===== src/rtl/dff_counter_ctrl.sv =====
// dff_counter_ctrl: run-control sequencer for the flip-flop counter datapath.
// Divides clk down to a count-enable tick and steps an up/down count between
// 0 and a programmable limit, with start/stop/pause, preload, terminal
// detection and optional auto-reload.
//
// Ports:
//   clk, rst          clock (rising edge), synchronous active-high reset
//   start/stop/pause  run control (priority stop > start > pause > load)
//   load, load_val    preload count (IDLE/DONE only)
//   limit             terminal value (up) / reload value (down)
//   div               prescale, one step every div+1 cycles
//   dir               1 = up, 0 = down
//   auto_reload       1 = wrap at terminal, 0 = stop in DONE
//   count             current count
//   tick              one-cycle pulse on each step
//   busy              high in RUN or PAUSE
//   done              high in DONE
//   wrap              one-cycle pulse on auto-reload
module dff_counter_ctrl #(
    parameter int WIDTH = 8,
    parameter int PSC_W = 8
) (
    input  logic             clk,
    input  logic             rst,
    input  logic             start,
    input  logic             stop,
    input  logic             pause,
    input  logic             load,
    input  logic [WIDTH-1:0] load_val,
    input  logic [WIDTH-1:0] limit,
    input  logic [PSC_W-1:0] div,
    input  logic             dir,
    input  logic             auto_reload,
    output logic [WIDTH-1:0] count,
    output logic             tick,
    output logic             busy,
    output logic             done,
    output logic             wrap
);

    typedef enum logic [1:0] {IDLE, RUN, PAUSE, DONE} state_t;

    state_t             state, state_n;
    logic [WIDTH-1:0]   count_n;
    logic [PSC_W-1:0]   psc, psc_n;
    logic               tick_n, wrap_n, latch_cfg;

    // configuration captured on entry to RUN; inputs are ignored afterwards
    logic [WIDTH-1:0]   limit_r;
    logic [PSC_W-1:0]   div_r;
    logic               dir_r, ar_r;

    logic               term;

    // compare happens before the +/-1, so the count can never overflow
    assign term = dir_r ? (count >= limit_r) : (count == '0);

    always_comb begin
        state_n   = state;
        count_n   = count;
        psc_n     = psc;
        tick_n    = 1'b0;
        wrap_n    = 1'b0;
        latch_cfg = 1'b0;
        case (state)
            IDLE, DONE: begin
                if (stop) begin
                    state_n = IDLE;
                end else if (start) begin
                    state_n   = RUN;
                    latch_cfg = 1'b1;
                    psc_n     = '0;
                    // restarting from DONE reloads using the freshly latched config
                    if (state == DONE)
                        count_n = dir ? '0 : limit;
                end else if (load) begin
                    count_n = load_val;
                end
            end
            RUN: begin
                if (stop) begin
                    state_n = IDLE;
                end else if (pause) begin
                    state_n = PAUSE;
                end else if (psc == div_r) begin
                    psc_n  = '0;
                    tick_n = 1'b1;
                    if (term) begin
                        if (ar_r) begin
                            count_n = dir_r ? '0 : limit_r;
                            wrap_n  = 1'b1;
                        end else begin
                            state_n = DONE;
                        end
                    end else begin
                        count_n = dir_r ? count + 1'b1 : count - 1'b1;
                    end
                end else begin
                    psc_n = psc + 1'b1;
                end
            end
            PAUSE: begin
                // psc and count hold; resume picks up the partial prescale
                if (stop)
                    state_n = IDLE;
                else if (!pause)
                    state_n = RUN;
            end
            default: state_n = IDLE;
        endcase
    end

    always_ff @(posedge clk) begin
        if (rst) begin
            state   <= IDLE;
            count   <= '0;
            psc     <= '0;
            tick    <= 1'b0;
            wrap    <= 1'b0;
            busy    <= 1'b0;
            done    <= 1'b0;
            limit_r <= '0;
            div_r   <= '0;
            dir_r   <= 1'b0;
            ar_r    <= 1'b0;
        end else begin
            state <= state_n;
            count <= count_n;
            psc   <= psc_n;
            tick  <= tick_n;
            wrap  <= wrap_n;
            busy  <= (state_n == RUN) || (state_n == PAUSE);
            done  <= (state_n == DONE);
            if (latch_cfg) begin
                limit_r <= limit;
                div_r   <= div;
                dir_r   <= dir;
                ar_r    <= auto_reload;
            end
        end
    end

endmodule


===== config.mk =====
export PLATFORM = sky130hd
export DESIGN_NAME = dff_counter_ctrl
export DESIGN_NICKNAME = d
export VERILOG_FILES = /design/src/rtl/dff_counter_ctrl.sv
export SDC_FILE = /design/constraint.sdc
export NUM_CORES = 1
export LEC_CHECK = 0
export CORE_MARGIN = 5
export CORE_UTILIZATION = 57
export CTS_CLUSTER_DIAMETER = 40
export DETAILED_ROUTE_END_ITERATION = 12
export PLACE_DENSITY = 0.87
export RECOVER_POWER = 100
export SLEW_MARGIN = 20
export SYNTH_ARGS = -nofsm -noshare
export SYNTH_HDL_FRONTEND = slang
export SYNTH_SLANG_ARGS = --single-unit

===== constraint.sdc =====
create_clock -name clk -period 6.5 [get_ports clk]
set_input_delay 1.95 -clock clk [delete_from_list [all_inputs] [get_ports clk]]
set_output_delay 1.95 -clock clk [all_outputs]
set_load 0.01 [all_outputs]

==> results of run 1 <==
-- layer usage --
layer / global-route usage [%] / share of wire (%) / vias to the layer above
met5: 0 / 0 / -
met4: 6.23 / 0.62 / 0
met3: 3.55 / 5.2 / 4
met2: 34.8 / 51 / 55
met1: 24.2 / 43 / 1032
li1: - / - / 1162
-- worst paths after layout --
| path | endpoint | slack (ps) | cells past startpoint |
|---|---|---|---|
| max reg2reg | count[3] | 3510 | 7 |
| min | div_r[0] | 470 | 2 |
| min reg2reg | div_r[0] | 470 | 2 |
| max | count[3] | 2070 | 5 |
-- registers in the layout (all words and copies together), names as in the netlist --
signal,cells
dir_r,1
wrap,1
div_r,8
limit_r,8
busy,1
count,8
ar_r,1
tick,1
state,2
done,1
psc,8
-- worst max-delay path: stages --
cell and delay, ps:
sky130_fd_sc_hd__dlygate4sd3_1 950, sky130_fd_sc_hd__mux2i_1 160, sky130_fd_sc_hd__a221oi_1 880, sky130_fd_sc_hd__and2_0 470, sky130_fd_sc_hd__a311oi_1 160
-- kinds of logic (layout without fill, tap and decap cells) --
kind of cell               after synthesis  in the layout  share of synthesized area, %
and+or+nand+nor                        108            108                          21.4
xor gates and xnor gates                22             22                          7.75
adders and majority gates               20             20                          10.4
AOI/OAI and AO/OA                       88             88                          22.6
DFF                                     40             40                          32.2
buffers and inverters                   27             64                          4.43
muxes                                    3              3                          1.21
-- cells in the mapped netlist (all sizes together), types with 3 or more instances --
cell type / instances / area [µm²]
a21oi: 51 / 259
nand2: 48 / 180
dfxtp: 40 / 801
and3: 4 / 26.3
a311oi: 7 / 67.6
nor4: 5 / 31.3
nand4: 3 / 18.8
mux2i: 3 / 30.0
nand3: 10 / 50.1
ha: 19 / 238
inv: 13 / 48.8
nand3b: 7 / 52.6
nor2b: 3 / 18.8
nor2: 11 / 41.3
xnor2: 7 / 61.3
a211oi: 4 / 30.0
a21o: 3 / 22.5
buf: 3 / 20.0
clkbuf: 11 / 41.3
nand2b: 10 / 62.6
o21ai: 12 / 60.1
xor2: 15 / 131
-- final cells by class --
class | instances | area share, %
repair buffers | 44 | 14.7
flip-flops and latches | 40 | 26.8
inverters | 13 | 1.63
clock inverters | 2 | 0.419
multi-input cells | 241 | 52.0
well taps | 52 | 2.18
clock buffers | 5 | 2.31
-- report_power, final --
group	switching, mW	internal [mW]	total (mW)	leakage, nW
combinational	0.0923	0.0789	0.171	0.812
sequential	0.0135	0.256	0.270	0.326
clock	0.0827	0.0726	0.155	0.0400
total	0.188	0.408	0.596	1.18
-- metrics by stage --
stage               utilization (%)  worst slack, ps
floorplan                         -             3260
global placement               68.2             2460
detailed placement             68.2             2390
CTS                            70.1             2690
global route                   69.5             1920
finish                         69.5             2070
==> impl_metrics.json, run 1 <==
{
  "run_status": "completed",
  "cts_tree": "done",
  "timing.final.crit_share_pct": 68.1,
  "instance_area_after_placement_um2": 2930,
  "post_synth_num_cell_types": 44,
  "weighted_congestion_at_the_end_of_routability_driven_global_placement": 0.913,
  "filler_cell_count": 356,
  "startpoint": "start",
  "coreArea_um2": 4290,
  "clockRootBuffer": "sky130_fd_sc_hd__clkbuf_8",
  "max_clock_freq_mhz": 226,
  "timing.slew.headroom_pct": 30.7,
  "clock_skew_ps": 10.1,
  "wire_per_inst_um": 14.6,
  "first_iter_violations": 183,
  "synthArstFlopShare_pct": 0,
  "critPathCaptureType": "flip-flop",
  "final_period_minus_worst_setup_slack_ps": 4430,
  "number_of_core_rows": 24,
  "dr.pass1.iters": 4,
  "finalInstanceArea_um2": 2990,
  "holdWs_ps": 470,
  "grt_start_max_net_pins": 33,
  "worstSkewPairLatency_ps": 290,
  "yosysSeqAreaShare_pct": 32.2,
  "vdd_ir_drop_max_v": 0.000130,
  "layout-drive-gt1-share_pct": 3.19,
  "number_of_enable_flip_flop_cells_after_synthesis": 0,
  "route.vias.total": 2253,
  "drt_drc_violations_left": 0,
  "worst_r2r_startpoint": "state[1]",
  "setup_viol_count_final": 0,
  "drt_wl_total_mm": 5.79,
  "totalNegativeSetupSlack_ps": 0,
  "min-delay-start": "div_r[0]",
  "worst_setup_path_start_kind": "input port",
  "num_antenna_cells": 0,
  "grt_pass1_wl_mm": 9.66,
  "layout.nets": 397,
  "top_level_ports": 44,
  "fp.dieArea_um2": 5780,
  "cts_num_sinks": 40,
  "viasPerCell": 5.68,
  "crit_arrival_ps": 4570,
  "multi_input_comb_area_um2": 1550,
  "post_cts_buffers": 0,
  "final_cell_count_no_fill": 397,
  "antenna_found_initial": 0,
  "synthesis.yosys.warnings": 0,
  "hold_violations": 0,
  "finalMaxSlewViolations": 0,
  "die_h_um": 76.0,
  "layout_common_cells": "50 x sky130_fd_sc_hd__a21oi_1, 48 x sky130_fd_sc_hd__nand2_1, 40 x sky130_fd_sc_hd__dfxtp_1",
  "hpwl_mm": 4.34,
  "effective_utilization_at_floorplan_pct": 57.9,
  "area.sequential_um2": 801,
  "lkg_pwr_nw": 1.18,
  "main_flop_type_after_synthesis": "sky130_fd_sc_hd__dfxtp_1",
  "final_antenna_net_count": 0,
  "clock_tree_buf_depth": 2,
  "powerDensity_nw_per_um2": 200,
  "unrepaired_setup_endpoints_after_global_routing": "no",
  "syn2layout_area_growth_pct": 20.1,
  "portBuffers": 43,
  "post-place-cells": 390,
  "power_mw": 0.596,
  "mostFrequentLayoutCell": "sky130_fd_sc_hd__a21oi_1",
  "cts_repair_resizes": 0,
  "timing.hold.worst.class": "flip-flop to flip-flop",
  "worst-endpoint-required_ps": 6640,
  "timing_worst_slew_pin_value_ps": 1040,
  "cts-hold-fix-buffers": 0,
  "final_global_route_overflow_total": 0,
  "max_cap_viol_count": 0,
  "grt_pass1_vias": 2148,
  "post_synthesis_cells": 308,
  "syn-num-nets": 360,
  "cts.clk_slew.worst_paths_ps": 70,
  "count_of_state_elements_after_synthesis": 40,
  "htreeDepth": 2,
  "syn_area_per_cell_um2": 8.07,
  "gr-usage-all-layers_pct": 19.8,
  "cts_buffers": 5,
  "critPathMaxFanout": 20,
  "die_w_um": 76.0,
  "setup.worst_path.class": "input port to flip-flop",
  "syn-cell-area_um2": 2490
}
Power figures use the tool's default switching activity.
==> run 2, diff against run 1 <==
--- a/config.mk
+++ b/config.mk
@@ -6,10 +6,10 @@
 export NUM_CORES = 1
 export LEC_CHECK = 0
 export CORE_MARGIN = 5
-export CORE_UTILIZATION = 57
+export CORE_UTILIZATION = 48
 export CTS_CLUSTER_DIAMETER = 40
 export DETAILED_ROUTE_END_ITERATION = 12
-export PLACE_DENSITY = 0.87
+export PLACE_DENSITY = 0.79
 export RECOVER_POWER = 100
 export SLEW_MARGIN = 20
 export SYNTH_ARGS = -nofsm -noshare
==> constraint.sdc (replaced) <==
create_clock -name clk -period 3.7 [get_ports clk]
set_input_delay 1.11 -clock clk [delete_from_list [all_inputs] [get_ports clk]]
set_output_delay 1.11 -clock clk [all_outputs]
set_load 0.01 [all_outputs]
==> run 2 against run 1 <==
  * Highest routed layer unchanged
  * Flip-flop and latch count stayed put
  * Register-to-register slack worse by 2900 ps
  * Sequential power is 76% higher
  * Critical path depth is 3 higher
  * Sequential share of layout area is 0.65 points lower
  * Via count is 0.58% higher
  * Global-route usage is 1.7 points lower
  * Final area is 2.5% higher
  * Worst setup slack worse by 1500 ps
  * Critical path type is now flip-flop to flip-flop
  * Final cell count is 5.0% higher
  * Clock skew is 7.7 ps lower
==> impl_metrics.json, run 2 (same netlist as run 1, synthesis figures left out) <==
{
  "run_status": "completed",
  "cts.clk_slew.worst_paths_ps": 70,
  "number_of_core_rows": 26,
  "layout_common_cells": "50 x sky130_fd_sc_hd__a21oi_1, 48 x sky130_fd_sc_hd__nand2_1, 40 x sky130_fd_sc_hd__dfxtp_1",
  "timing.slew.headroom_pct": 32.4,
  "final_antenna_net_count": 0,
  "lkg_pwr_nw": 1.20,
  "weighted_congestion_at_the_end_of_routability_driven_global_placement": 0.817,
  "netSwitchingFraction_pct": 29.7,
  "holdWs_ps": 471,
  "post_cts_buffers": 0,
  "coreArea_um2": 5070,
  "htreeDepth": 2,
  "critPathMostFrequentCell": "sky130_fd_sc_hd__o21ai_0",
  "mostFrequentLayoutCell": "sky130_fd_sc_hd__a21oi_1",
  "critPathMaxFanout": 9,
  "gr-usage-all-layers_pct": 18.0,
  "filler_cell_count": 495,
  "timing.final.crit_share_pct": 84.5,
  "cts_repair_resizes": 0,
  "worst_path_max_delay_cell": "sky130_fd_sc_hd__o21ai_0",
  "die_w_um": 82.0,
  "cts_buffers": 5,
  "num_antenna_cells": 0,
  "clockRootBuffer": "sky130_fd_sc_hd__clkbuf_8",
  "path_cells": "inv_1 > ha_1 > nand2b_1 > a211oi_1 > o21ai_0 > o21ai_0 > nand3_1 > a311oi_1",
  "timing.final.ws_setup_ps": 573,
  "vdd_ir_drop_max_v": 0.000223,
  "powerDensity_nw_per_um2": 367,
  "cts_num_sinks": 40,
  "top_level_ports": 44,
  "die_h_um": 82.0,
  "totalNegativeSetupSlack_ps": 0,
  "worst-endpoint-required_ps": 3890,
  "syn2layout_area_growth_pct": 23.0,
  "first_iter_violations": 146,
  "layout.nets": 398,
  "portBuffers": 43,
  "route.vias.total": 2266,
  "grt_pass1_vias": 2154,
  "max_cap_viol_count": 0,
  "area.sequential_um2": 801,
  "share_seq_of_total_power_pct": 42.2,
  "grt_pass1_wl_mm": 9.45,
  "critPathCaptureType": "flip-flop",
  "place_ws_ps": 651,
  "setup.worst_path.class": "flip-flop to flip-flop",
  "slowest_delay_ps": 840,
  "crit_arrival_ps": 3320,
  "antenna_found_initial": 0,
  "timing.hold.worst.class": "flip-flop to flip-flop",
  "dr.pass1.iters": 4,
  "multi_input_comb_area_um2": 1570,
  "crit_buf_inv": 1,
  "drt_drc_violations_left": 0,
  "power.share.clock_pct": 30.8,
  "clock_tree_buf_depth": 2,
  "p_int_mw": 0.790,
  "hold_violations": 0,
  "final_global_route_overflow_total": 0,
  "setup_viol_count_final": 0,
  "finalMaxSlewViolations": 0,
  "timing_worst_slew_pin_value_ps": 1000,
  "final_period_minus_worst_setup_slack_ps": 3130,
  "fp.dieArea_um2": 6720,
  "drt_wl_total_mm": 5.80,
  "unrepaired_setup_endpoints_after_global_routing": "no",
  "worst_setup_path_start_kind": "flip-flop",
  "clock_skew_ps": 2.49,
  "critical_path.top_delay_family": "compound AO/OA/AOI/OAI gates",
  "layout-drive-gt1-share_pct": 3.75,
  "worstSkewPairLatency_ps": 290,
  "hpwl_mm": 4.39,
  "cts-hold-fix-buffers": 0,
  "switchingPower_mw": 0.334,
  "cts_tree": "done",
  "grt_start_max_net_pins": 25,
  "viasPerCell": 5.43,
  "max_clock_freq_mhz": 320,
  "wire_per_inst_um": 13.9,
  "combPwrFrac_pct": 27.0,
  "effective_utilization_at_floorplan_pct": 49.0
}
-- run 2: changes by cell type in the layout (fill, tap and decap cells not counted), sizes merged --
cell | previous run | this run
clkinvlp | 1 | 0
buf | 1 | 2
bufinv | 0 | 1
clkbuf | 5 | 6
-- run 2: cell type report --
| cell class | instances | share of cell area [%] |
|---|---|---|
| inverters | 13 | 1.60 |
| flip-flops and latches | 40 | 26.2 |
| multi-input cells | 241 | 51.3 |
| well taps | 70 | 2.86 |
| clock buffers | 6 | 2.37 |
| clock inverters | 2 | 1.15 |
| repair buffers | 45 | 14.6 |
-- run 2: worst reg2reg max path: stages, from the launching register on --
cell,delay [ps]
sky130_fd_sc_hd__dfxtp_1,510
sky130_fd_sc_hd__inv_1,110
sky130_fd_sc_hd__ha_1,290
sky130_fd_sc_hd__nand2b_1,140
sky130_fd_sc_hd__a211oi_1,330
sky130_fd_sc_hd__o21ai_0,260
sky130_fd_sc_hd__o21ai_0,840
sky130_fd_sc_hd__nand3_1,210
sky130_fd_sc_hd__a311oi_1,340
-- run 2: power by group through the flow --
stage | combinational (mW) | sequential, mW | clock [mW]
2_1_floorplan | 0.207 | 0.481 | 0
3_3_place_gp | 0.298 | 0.483 | 0
3_5_place_dp | 0.303 | 0.484 | 0
4_1_cts | 0.308 | 0.474 | 0.355
5_1_grt | 0.337 | 0.477 | 0.372
6_report | 0.304 | 0.474 | 0.346
-- run 2: metal layers --
layer	track usage (%)	wire, µm	up-vias
met3	4.28	290	10
met5	0	0	-
met4	7.14	102	0
met2	30.9	2870	50
li1	-	-	1166
met1	21.6	2540	1040
-- run 2: final timing paths --
check	to	slack, ps	cells after the start	from
setup / recovery	count[7]	570	8	count[0]
hold / removal	limit_r[7]	470	2	limit_r[7]
setup reg to reg	count[7]	570	8	count[0]
hold reg to reg	limit_r[7]	470	2	limit_r[7]
-- run 2: metrics by stage --
| stage | cells | cell area [µm²] | total power, mW | utilization (%) |
|---|---|---|---|---|
| floorplan | 308 | 2490 | 0.688 | - |
| global placement | 409 | 2960 | 0.781 | 58.3 |
| detailed placement | 409 | 2960 | 0.787 | 58.3 |
| CTS | 417 | 3070 | 1.14 | 60.4 |
| global route | 417 | 3060 | 1.19 | 60.3 |
| finish | 417 | 3060 | 1.12 | 60.3 |
